File: config.mk
export PLATFORM = sky130hd
export DESIGN_NAME = branch_unit
export DESIGN_NICKNAME = d
export VERILOG_FILES = /design/src/rtl/branch_pkg.sv /design/src/rtl/branch_cmp.sv /design/src/rtl/branch_unit.sv
export SDC_FILE = /design/constraint.sdc
export NUM_CORES = 1
export LEC_CHECK = 0
export ABC_AREA = 1
export CORE_MARGIN = 4
export CORE_UTILIZATION = 45
export CTS_BUF_LIST = sky130_fd_sc_hd__clkbuf_8 sky130_fd_sc_hd__clkbuf_16
export CTS_CLUSTER_DIAMETER = 150
export DETAILED_ROUTE_END_ITERATION = 7
export GPL_TIMING_DRIVEN = 1
export PLACE_DENSITY = 0.76
export SLEW_MARGIN = 20
export SYNTH_ARGS = -nofsm -noshare
export SYNTH_HDL_FRONTEND = slang
export SYNTH_SLANG_ARGS = --single-unit
export TNS_END_PERCENT = 1
File: constraint.sdc
create_clock -name clk -period 4.8 [get_ports clk]
set_input_delay 0.48 -clock clk [delete_from_list [all_inputs] [get_ports clk]]
set_output_delay 0.48 -clock clk [all_outputs]
set_load 0.01 [all_outputs]
File: src/rtl/branch_pkg.sv
// Shared opcode/funct3 constants and branch-type decode for the branch unit.
package branch_pkg;

  localparam logic [6:0] OPC_BRANCH = 7'b1100011;
  localparam logic [6:0] OPC_JAL    = 7'b1101111;
  localparam logic [6:0] OPC_JALR   = 7'b1100111;

  localparam logic [2:0] F3_BEQ  = 3'b000;
  localparam logic [2:0] F3_BNE  = 3'b001;
  localparam logic [2:0] F3_BLT  = 3'b100;
  localparam logic [2:0] F3_BGE  = 3'b101;
  localparam logic [2:0] F3_BLTU = 3'b110;
  localparam logic [2:0] F3_BGEU = 3'b111;

  typedef enum logic [1:0] {
    BT_NONE,
    BT_COND,
    BT_JAL,
    BT_JALR
  } br_type_e;

  function automatic br_type_e decode_type(input logic [6:0] opc);
    br_type_e bt;
    case (opc)
      OPC_BRANCH: bt = BT_COND;
      OPC_JAL:    bt = BT_JAL;
      OPC_JALR:   bt = BT_JALR;
      default:    bt = BT_NONE;
    endcase
    return bt;
  endfunction

endpackage

File: src/rtl/branch_cmp.sv
// Conditional-branch comparator, purely combinational; reserved funct3 codes
// (010, 011) report not-taken.
module branch_cmp
  import branch_pkg::*;
#(
  parameter int XLEN = 32
) (
  input  logic [XLEN-1:0] op1,
  input  logic [XLEN-1:0] op2,
  input  logic [2:0]      funct3,
  output logic            taken
);

  always_comb begin
    taken = 1'b0;
    case (funct3)
      F3_BEQ:  taken = (op1 == op2);
      F3_BNE:  taken = (op1 != op2);
      F3_BLT:  taken = ($signed(op1) <  $signed(op2));
      F3_BGE:  taken = ($signed(op1) >= $signed(op2));
      F3_BLTU: taken = (op1 <  op2);
      F3_BGEU: taken = (op1 >= op2);
      default: taken = 1'b0;
    endcase
  end

endmodule

File: src/rtl/branch_unit.sv
// PC / link register update for branches, JAL and JALR; one-cycle latency,
// no backpressure -- enable=0 simply holds both registers.
module branch_unit
  import branch_pkg::*;
#(
  parameter int              XLEN     = 32,
  parameter logic [XLEN-1:0] RESET_PC = '0
) (
  input  logic            clk,
  input  logic            rst,
  input  logic [31:0]     instr,
  input  logic [XLEN-1:0] op1,
  input  logic [XLEN-1:0] op2,
  input  logic [XLEN-1:0] op3,
  input  logic            enable,
  output logic [XLEN-1:0] pc_out,
  output logic [XLEN-1:0] ret_addr
);

  localparam logic [XLEN-1:0] ALIGN_MASK = {{(XLEN-1){1'b1}}, 1'b0};

  logic [XLEN-1:0] pc_q, pc_d;
  logic [XLEN-1:0] ret_q, ret_d;
  logic [XLEN-1:0] seq_pc, rel_tgt, jalr_tgt;
  logic            taken;
  br_type_e        br_type;

  // Only opcode and funct3 matter here; the rest of the word is already decoded upstream.
  logic unused_instr;
  assign unused_instr = ^{instr[31:15], instr[11:7]};

  assign br_type  = decode_type(instr[6:0]);
  assign seq_pc   = pc_q + XLEN'(4);
  assign rel_tgt  = (pc_q + op3) & ALIGN_MASK;
  assign jalr_tgt = (op1 + op3) & ALIGN_MASK;

  branch_cmp #(.XLEN(XLEN)) u_cmp (
    .op1    (op1),
    .op2    (op2),
    .funct3 (instr[14:12]),
    .taken  (taken)
  );

  always_comb begin
    pc_d  = pc_q;
    ret_d = ret_q;
    if (enable) begin
      case (br_type)
        BT_COND: pc_d = taken ? rel_tgt : seq_pc;
        BT_JAL: begin
          pc_d  = rel_tgt;
          ret_d = seq_pc;
        end
        BT_JALR: begin
          pc_d  = jalr_tgt;
          ret_d = seq_pc;
        end
        default: pc_d = seq_pc;
      endcase
    end
  end

  always_ff @(posedge clk or negedge rst) begin
    if (!rst) begin
      pc_q  <= RESET_PC;
      ret_q <= '0;
    end else begin
      pc_q  <= pc_d;
      ret_q <= ret_d;
    end
  end

  assign pc_out   = pc_q;
  assign ret_addr = ret_q;

endmodule

[Yosys cells after proc, flatten, opt, wreduce, memory -nomap -nowiden]
Cells that the tools add are included.
Cells by class
  order comparisons: 4
  muxes and demuxes: 4
  $add $sub $neg: 3
  eq/ne operators: 13
  reductions and logical operators: 3
Operators by type and width (number)
  32-bit case mux with 3 select lines: 1
  32-bit adder: 2
  32-bit greater-or-equal comparator: 2
  32-bit < comparator: 2
  32-bit by 3-bit adder with 32-bit output, second input constant: 1
  32-bit == test: 1
  32-bit 2-to-1 mux: 1
  32-bit inequality test: 1
  7-bit == test, second input constant: 3
  3-bit == test, second input constant: 4
  1-bit case mux with 6 select lines: 1
  2-bit case mux with 3 select lines: 1
  2-bit == test, second input constant: 2
  3-bit by 1-bit == test with 1-bit output, second input constant: 1
  3-bit zero test: 1
  2-bit by 1-bit == test with 1-bit output, second input constant: 1
  2-bit AND reduction: 1
  2-bit OR reduction: 1
Storage, ports and cells
  logic and storage cells: 29
  output and inout port bits: 64
  bits in registers: 64
  bits of input ports: 131

[Logic depth before layout (Yosys ltp)]
Gate-level depths: netlist of run 1.
  word-level depth: 5
  depth in mapped cells: 24
  depth with buffers taken out: 23

[Cells and area by module]
A second synthesis of run 1 with hierarchy kept.
Unflattened totals
  cell total of the unflattened synthesis: 1708
  area total of the unflattened synthesis: 9394.0 sq um
By module, submodules not included
  branch_unit: area an instance 8419.3 sq um, cells each 1542, instances 1, seq. area each 1551.5 sq um
  branch_cmp: area an instance 974.7 sq um, cells each 166, instances 1, seq. area each 0.0 sq um

[Least setup slack after synthesis of run 1]
Ideal clock, no wire load.
  path type: input to register
  start point: input port op2[23]
  end point: register pc_q[24] (netlist: pc_out[24])
  required time: 4.683 ns
  buffers on the path: 1
  library setup time: 0.117 ns
  data arrival time: 2.180 ns
  setup slack: 2.503 ns
  stages on the path: 17
  cell sequence: inv_1 ha_1 nand4_1 inv_1 nand2_1 nand2_1 a21oi_2 nand2_1 nand2_1 nand3_1 nand2_2 nand3_4 buf_6 nand3_1 nand3_1 nor2_1 nor2_1
Between the ends
  cells in the longest elaborated chain, start to end: 4
  elaborated cells between the ends (all ways): 9
  classes of those cells: order compare: 4; eq/ne: 2; mux: 3
RTL lines
  start, declared: line branch_unit.sv:13  | input logic [XLEN-1:0] op2,
  32-bit greater-or-equal comparator (tied with other cells): line branch_cmp.sv:22  | F3_BGEU: taken = (op1 >= op2);
  1-bit case mux with 6 select lines *: line branch_cmp.sv:16  | case (funct3)
  32-bit 2-to-1 mux *: line branch_unit.sv:49  | BT_COND: pc_d = taken ? rel_tgt : seq_pc;
  32-bit case mux with 3 select lines *: line branch_unit.sv:48  | case (br_type)
  end signal, assigned: line branch_unit.sv:68  | pc_q <= pc_d;
  end, declared: line branch_unit.sv:22  | logic [XLEN-1:0] pc_q, pc_d;
Mark *: on every way between the ends. The rest lies on a longest branch, timed or not.
A chain may end at the register's enable or synchronous reset.

[Worst setup path in the final report of run 1]
  start point: input port op1[31]
  end point: register pc_q[15] (netlist: pc_out[15])
Between the ends
  cells in the longest elaborated chain, start to end: 4
  elaborated cells between the ends (all ways): 9
  classes of those cells: order compare: 4; eq/ne: 2; mux: 3
RTL lines
  start, declared: line branch_unit.sv:12  | input logic [XLEN-1:0] op1,
  32-bit greater-or-equal comparator (tied with other cells): line branch_cmp.sv:22
  1-bit case mux with 6 select lines *: line branch_cmp.sv:16
  32-bit 2-to-1 mux *: line branch_unit.sv:49
  32-bit case mux with 3 select lines *: line branch_unit.sv:48
Marked as above.

==> results of run 1 <==
## layout make-up
class	instances	area (um^2)
clock inverter	4	15.0
inverter	182	683
multi-input combinational	1200	6490
clock buffer	12	267
sequential	62	1550
tap	265	332
fill	1946	8370
timing repair buffer	177	1750
## cells by family (layout without fill, tap and decap cells)
| group | Yosys count | in the layout | share of synthesized area |
|---|---|---|---|
| simple gates | 808 | 808 | 0.398 |
| compound gates | 251 | 251 | 0.153 |
| buf+inv | 215 | 375 | 0.0962 |
| fa+ha+maj | 94 | 94 | 0.133 |
| flops | 62 | 62 | 0.174 |
| xor+xnor | 45 | 45 | 0.0443 |
| other cells | 1 | 2 | 0.000422 |
## power by group
group | switching [mW] | leakage, nW | total, mW | internal (mW)
registers | 0.165 | 0.829 | 0.778 | 0.613
logic | 0.949 | 4.43 | 1.63 | 0.677
clock network | 0.218 | 0.154 | 0.602 | 0.384
## registers in the layout (all words and copies together) (netlist names)
signal    flops
ret_addr     31
pc_out       31
## per-stage QoR
stage	cell area [um^2]	std cells	hold slack, ns
2_1_floorplan	8900	1477	0.184
3_3_place_gp	10800	1886	0.455
3_5_place_dp	10800	1886	0.458
4_1_cts	11100	1902	0.356
5_1_grt	11100	1902	0.409
6_report	11100	1902	0.303
## placed cells by master, fill, tap and decap left out, types with 3 or more instances in the layout
master	netlist	final
nand2_1	448	448
inv_1	174	178
clkdlybuf4s50_1	0	169
nand3_1	133	133
nor2_1	111	111
a21oi_1	106	106
o21ai_0	102	102
ha_1	93	93
dfrtp_1	62	62
xor2_1	31	31
nor3_1	28	28
nand4_1	26	26
xnor2_1	14	14
or2_2	14	14
nand3b_1	12	12
a21o_1	10	10
clkbuf_16	0	9
nor2_2	7	7
inv_2	7	7
buf_4	3	7
nand2_2	5	5
nor4_1	5	5
o211ai_1	5	5
o21a_1	4	4
nor3_2	4	4
o21bai_1	4	4
a211oi_1	4	4
a21boi_0	3	3
or2_0	3	3
o21ai_1	3	3
clkbuf_8	0	3
## worst max path at each step
stage	start	to	slack, ns	cells past startpoint
3_3_place_gp	op1[31]	pc_out[15]	1.08	18
6_report	op1[31]	pc_out[15]	1.33	18
4_1_cts	op1[31]	pc_out[15]	1.36	18
5_1_grt	op1[31]	pc_out[12]	1.05	18
3_5_place_dp	op1[31]	pc_out[15]	1.02	18
2_1_floorplan	op2[23]	pc_out[24]	2.50	17
## worst max-delay path: cells and delay by family
family	cells	cell delay, ns
simple gates	14	2.04
fa+ha+maj	1	0.40
buf+inv	1	0.48
compound gates	2	0.28
## per-layer routing
metal	share of wire	wire length, um	vias up
met5	0	0	-
met4	0.022	673	0
met3	0.083	2510	46
met2	0.47	14200	416
met1	0.43	12900	4600
li1	-	-	5195
==> impl_metrics.yaml, run 1 <==
synthesis:
  async_flop_share: 1.00
  yosys-top-cells-count: "nand2_1 (448), inv_1 (174), nand3_1 (133)"
  syn_area_mm2: 0.00889
  synth_cell_types: 51
  synth_top_area_frac: 0.189
  synth.most_common_cell: "nand2_1"
  ys.flop_type: "dfrtp_1"
  synth_area_leaders: "nand2_1 (19%), dfrtp_1 (17%), ha_1 (13%)"
  synth_seq_cells: 62
  synth_cells: 1476
  yosysSeqAreaShare: 0.174
  synth_warnings: 0
  synth-edff-count: 0
  yosys.area.top_type: "nand2_1"
  synth_area_per_cell_um2: 6.03
global_route:
  met3_usage: 0.0430
  grt_overflow: 0
  antenna_found_initial: 0
  grt_use_met1: 0.352
  grt_max_degree: 63
  track_usage: 0.264
  met2_usage: 0.450
  grt_pass1_wl_mm: 47.2
  top_usage_layer: "met2"
  first_global_vias: 9456
setup_path:
  cp_cell_sequence: "clkdlybuf4s50_1 > ha_1 > nand2_1 > a21oi_1 > nor3_1 > nand2_1 > a21oi_2 > nand2_1 > nand2_1 > nand3_1 > nand2_2 > nand3_4 > nand2_1 > nand2_2 > nand2_1 > nand2_1 > nand2_1 > nand2_1"
  end_kind: "register"
  r2r_cells: 17
  worstPathRequired_ns: 5.02
  r2r-start: "pc_out[2]"
  rrSetupSlack_ns: 2.01
  arrival_ns: 3.69
  cp_slowest_stage_delay_ns: 0.48
  start_kind: "primary input"
  regToRegEndpoint: "pc_out[27]"
  cpMaxStageDelayCell: "clkdlybuf4s50_1"
  path_class: "primary input to register"
  cp_common_cell: "nand2_1"
  path_max_fanout: 25
floorplan:
  die-area_mm2: 0.0221
  rows: 51
  start_util: 0.457
  fp.dieW_um: 149
  core_area_mm2: 0.0195
  ioPinCount: 195
  die_y_um: 149
cells_and_area:
  diodes: 0
  nets: 1857
  final_layout_size_suffix_gt1_frac: 0.0403
  postLayoutCoreUtil: 0.570
  syn_to_final_growth_pct: 24.7
timing:
  setup_ws_ns: 1.33
  max_freq_mhz: 288
  slew_headroom: 0.461
  report.final.slew_viol_count: 0
  finalCritPeriodShare: 0.723
  hold_viol: 0
  worst_slew_pin_slew_ns: 0.809
  finalSetupTns_ns: 0
  rsz0062_at_grt: "no"
  setup_viol: 0
  fin_skew_ns: 0.00751
  post-route-min-period_ns: 3.47
clock_tree:
  cts_setup_buffers: 0
  clkTransAtPathRegs_ns: 0.05
  clock-sinks: 62
  numCtsBuffers: 9
  cts.repair.resized: 0
  clk_latency_ns: 0.33
  postCtsHoldBufs: 0
  cts_htree_levels: 3
  cts_root_buf: "clkbuf_16"
  cts_tree: "built"
  clock_path_buffers: 2
detailed_routing:
  vias_per_cell: 5.39
  totalWireLength_mm: 30.3
  first_pass_iters: 5
  vias: 10300
  drt-initial-drc-count: 946
  drtAntennaViolNets: 0
  wl_per_cell_um: 15.9
  drc: 0
placed_design:
  portBuffers: 170
  gp_congestion: 0.973
  dp_hpwl_mm: 25.2
  place_ws_ns: 1.02
worst_hold_path:
  hold_path_class: "primary input to asynchronous set/reset pin"
power:
  vdd_drop_max_mv: 0.198
  powerDensity_mw_per_mm2: 271
  finalPower_mw: 3.01
  cellLeakagePower_nw: 5.41
job:
  maxCapViolations: 0
status:
  status: "finished clean"
Power figures use the tool's default switching activity.
==> run 2: changes to the inputs <==
--- a/config.mk
+++ b/config.mk
@@ -12,7 +12,7 @@
 export CTS_CLUSTER_DIAMETER = 150
 export DETAILED_ROUTE_END_ITERATION = 7
 export GPL_TIMING_DRIVEN = 1
-export PLACE_DENSITY = 0.76
+export PLACE_DENSITY = 0.79
 export SLEW_MARGIN = 20
 export SYNTH_ARGS = -nofsm -noshare
 export SYNTH_HDL_FRONTEND = slang
==> constraint.sdc (replaced) <==
create_clock -name clk -period 2.9 [get_ports clk]
set_input_delay 0.29 -clock clk [delete_from_list [all_inputs] [get_ports clk]]
set_output_delay 0.29 -clock clk [all_outputs]
set_load 0.01 [all_outputs]
==> impl_metrics.yaml, run 2 (synthesized netlist as in run 1, its figures left out) <==
detailed_routing:
  wl_met1_mm: 14.0
  drc: 0
  first_pass_iters: 6
  drt-initial-drc-count: 866
  drtAntennaViolNets: 0
  route.met3.wl_mm: 2.35
  wl_per_cell_um: 16.0
  top_layer_used: "met4"
  vias: 10700
  wl_met2_mm: 15.2
  totalWireLength_mm: 32.2
  vias_per_cell: 5.33
worst_hold_path:
  hold_path_class: "primary input to asynchronous set/reset pin"
timing:
  finalSetupTns_ns: 0
  finalCritPeriodShare: 0.934
  fin_skew_ns: 0.00457
  max_freq_mhz: 369
  report.final.slew_viol_count: 0
  rsz0062_at_grt: "yes"
  slew_headroom: 0.551
  worst_slew_pin_slew_ns: 0.667
  post-route-min-period_ns: 2.71
  setup_viol: 0
  hold_viol: 0
floorplan:
  ioPinCount: 195
  rows: 51
  core_area_mm2: 0.0195
  die_y_um: 149
  die-area_mm2: 0.0221
  start_util: 0.457
  fp.dieW_um: 149
cells_and_area:
  final_cell_count_no_fill: 2010
  nets: 1968
  mostFrequentLayoutCells: "nand2_1 (447), inv_1 (174), clkdlybuf4s50_1 (168)"
  final_common_cell: "nand2_1"
  fin_area_mm2: 0.0119
  final_layout_size_suffix_gt1_frac: 0.103
  diodes: 0
  num-fill-cells: 1911
  syn_to_final_growth_pct: 34.2
global_route:
  first_global_vias: 10400
  grt_overflow: 0
  track_usage: 0.286
  antenna_found_initial: 0
  grt_max_degree: 51
  grt_pass1_wl_mm: 51.2
setup_path:
  arrival_ns: 2.93
  path_class: "primary input to register"
  worstPathRequired_ns: 3.12
  start_kind: "primary input"
  end_kind: "register"
  path_max_fanout: 4
  r2r_cells: 13
placed_design:
  gp_congestion: 0.929
  portBuffers: 170
  dp_hpwl_mm: 27.2
  placed_cell_area_mm2: 0.0116
  place_inst: 1996
clock_tree:
  numCtsBuffers: 9
  cts_root_buf: "clkbuf_16"
  cts_htree_levels: 3
  cts_setup_buffers: 0
  clock-sinks: 62
  clk_latency_ns: 0.33
  clkTransAtPathRegs_ns: 0.05
  clock_path_buffers: 2
  cts_tree: "built"
power:
  powerDensity_mw_per_mm2: 438
  vdd_drop_max_mv: 0.351
  cellLeakagePower_nw: 5.94
status:
  status: "finished clean"
job:
  maxCapViolations: 0
-- run 2: changes by cell type in the layout (fill, tap and decap cells not counted), moves of 2 or more --
cell      change
buf_4       +107
inv_1         -4
buf_6         +2
clkinv_2      +2
-- run 2: worst paths after layout --
kind / start / to / slack [ns]
max: op1[15] / pc_out[20] / 0.19
min: rst / pc_out[4] / 0.47
max in group asynchronous: rst / ret_addr[5] / 1.72
max reg2reg: pc_out[19] / pc_out[28] / 0.26
min in group clk: ret_addr[3] / ret_addr[3] / 0.47
min reg2reg: ret_addr[3] / ret_addr[3] / 0.47
-- run 2: final cells by class --
type	count	area [um^2]	share of cell area
tap	265	332	0.0278
clock buffer	11	253	0.0212
multi-input combinational	1200	6500	0.544
timing repair buffer	288	2610	0.218
clock inverter	2	10.0	0.000839
sequential	62	1550	0.130
inverter	182	683	0.0572
-- run 2: routing by layer --
metal | vias up | global-route usage
li1 | 5415 | -
met1 | 4837 | 0.377
met2 | 413 | 0.492
met3 | 52 | 0.0436
met4 | 0 | 0.0707
met5 | - | 0
-- run 2: power breakdown --
group          total [mW]  internal [mW]  switching (mW)
Combinational        2.99           1.32            1.67
Sequential           1.27           1.01           0.255
Clock               0.966          0.606           0.360
-- run 2: per-stage QoR --
| stage | hold slack (ns) | setup WS (ns) | total power, mW | utilization |
|---|---|---|---|---|
| global placement | 0.300 | -0.0752 | 4.16 | 0.598 |
| finish | 0.469 | 0.191 | 5.22 | 0.613 |
| global route | 0.498 | -0.0304 | 5.61 | 0.613 |
| floorplan | -0.00559 | 0.694 | 2.92 | - |
| CTS | 0.471 | 0.208 | 5.19 | 0.612 |
| detailed placement | 0.294 | -0.130 | 4.20 | 0.598 |
-- run 2: critical path: stages --
cell	delay [ns]
clkdlybuf4s50_1	0.48
ha_1	0.38
a21oi_1	0.21
o21ai_0	0.16
a21oi_1	0.35
nand3_1	0.22
buf_4	0.19
xnor2_1	0.26
o22ai_1	0.12
inv_1	0.09
nand3_1	0.08
nand2_1	0.06
nand2_1	0.04
-- run 2: what timing repair did --
item | 4_1_cts | 5_1_grt
hold buffers | 1 | 0
endpoints found under the setup margin | 0 | 24
resized for setup | 0 | 6
hold endpoints to repair | 22 | 0
==> run 3: changes to the inputs <==
--- a/config.mk
+++ b/config.mk
@@ -6,11 +6,13 @@
 export NUM_CORES = 1
 export LEC_CHECK = 0
 export ABC_AREA = 1
+export CAP_MARGIN = 20
 export CORE_MARGIN = 4
 export CORE_UTILIZATION = 45
 export CTS_BUF_LIST = sky130_fd_sc_hd__clkbuf_8 sky130_fd_sc_hd__clkbuf_16
 export CTS_CLUSTER_DIAMETER = 150
 export DETAILED_ROUTE_END_ITERATION = 7
+export GPL_ROUTABILITY_DRIVEN = 0
 export GPL_TIMING_DRIVEN = 1
 export PLACE_DENSITY = 0.79
 export SLEW_MARGIN = 20
==> impl_metrics.yaml, run 3 (synthesized netlist as in run 1, its figures left out) <==
status:
  status: "finished clean"
power:
  cellLeakagePower_nw: 5.65
  powerDensity_mw_per_mm2: 457
  finalPower_mw: 5.25
  vdd_drop_max_mv: 0.337
detailed_routing:
  vias_per_cell: 5.44
  totalWireLength_mm: 30.4
  first_pass_iters: 5
  drt-initial-drc-count: 915
  vias: 10600
  wl_per_cell_um: 15.6
  drc: 0
  drtAntennaViolNets: 0
timing:
  worst_slew_pin_slew_ns: 0.821
  rsz0062_at_grt: "no"
  fin_skew_ns: 0.00525
  hold_viol: 0
  finalCritPeriodShare: 0.928
  setup_viol: 0
  worst_hold_slack_ns: 0.126
  setup_ws_ns: 0.208
  finalSetupTns_ns: 0
  max_freq_mhz: 371
  slew_headroom: 0.453
  report.final.slew_viol_count: 0
  post-route-min-period_ns: 2.69
setup_path:
  cpMaxStageDelayCell: "clkdlybuf4s50_1"
  critical_path_depth: 18
  arrival_ns: 2.92
  path_class: "primary input to register"
  start_kind: "primary input"
  r2r_cells: 13
  rrSetupSlack_ns: 0.28
  worst-path-buf-inv: 4
  cp_slowest_stage_delay_ns: 0.46
  path_max_fanout: 22
  worstPathRequired_ns: 3.13
  end_kind: "register"
  cpLargestDelayFamily: "simple AND/OR/NAND/NOR gates"
  cp_cell_sequence: "clkdlybuf4s50_1 > inv_1 > ha_1 > nand4_1 > inv_1 > nand2_1 > nand2_1 > a21oi_2 > nand3_1 > nand2_1 > nand3_1 > nor2_4 > buf_12 > nand3_1 > nand3_1 > nand3_1 > nand2_1 > nand2_1"
clock_tree:
  numCtsBuffers: 9
  clock_path_buffers: 2
  clock-sinks: 62
  cts_htree_levels: 3
  postCtsHoldBufs: 0
  cts_root_buf: "clkbuf_16"
  clk_latency_ns: 0.34
  cts_tree: "built"
  clkTransAtPathRegs_ns: 0.05
cells_and_area:
  final_cell_count_no_fill: 1947
  postLayoutCoreUtil: 0.590
  mostFrequentLayoutCells: "nand2_1 (448), inv_1 (176), clkdlybuf4s50_1 (169)"
  final_layout_size_suffix_gt1_frac: 0.0672
  final_common_cell: "nand2_1"
  fin_area_mm2: 0.0115
  nets: 1902
  syn_to_final_growth_pct: 29.2
  diodes: 0
placed_design:
  portBuffers: 170
  place_ws_ns: -0.110
  dp_hpwl_mm: 25.2
  placed_cell_area_mm2: 0.0112
  place_inst: 1931
floorplan:
  core_area_mm2: 0.0195
  die-area_mm2: 0.0221
  fp.dieW_um: 149
  rows: 51
  die_y_um: 149
  ioPinCount: 195
  start_util: 0.457
global_route:
  first_global_vias: 9733
  track_usage: 0.269
  grt_max_degree: 63
  grt_pass1_wl_mm: 48.1
  antenna_found_initial: 0
  grt_overflow: 0
job:
  maxCapViolations: 0
worst_hold_path:
  hold_path_class: "primary input to asynchronous set/reset pin"
[run 3: routing by layer]
layer | GRT usage | vias up | wire length [um]
met5 | 0 | - | 0
met4 | 0.0956 | 0 | 1180
met3 | 0.0396 | 83 | 2360
met2 | 0.455 | 481 | 14000
met1 | 0.350 | 4760 | 12800
li1 | - | 5276 | -
[run 3: final cells by class]
type | count | area (um^2)
Inverter | 182 | 683
Fill cell | 1882 | 7970
Multi-Input combinational cell | 1200 | 6490
Timing Repair Buffer | 222 | 2120
Sequential cell | 62 | 1550
Clock inverter | 6 | 77.6
Tap cell | 265 | 332
Clock buffer | 10 | 239
[run 3: power breakdown]
part           total [mW]  internal (mW)  switching, mW
clock network        1.15          0.765          0.387
logic                2.82           1.21           1.60
registers            1.28           1.01          0.269
[run 3: path summary, 6_finish.rpt]
check,startpoint,to
hold / removal,rst,ret_addr[4]
setup / recovery,op2[23],pc_out[27]
setup reg to reg,pc_out[5],pc_out[25]
min in group clk,ret_addr[4],ret_addr[4]
max in group asynchronous,rst,pc_out[26]
hold reg to reg,ret_addr[4],ret_addr[4]
[run 3: timing repair]
| action | in CTS | in global routing |
|---|---|---|
| setup buffers | 0 | 0 |
| resized for setup | 0 | 2 |
| setup endpoints to repair | 0 | 2 |
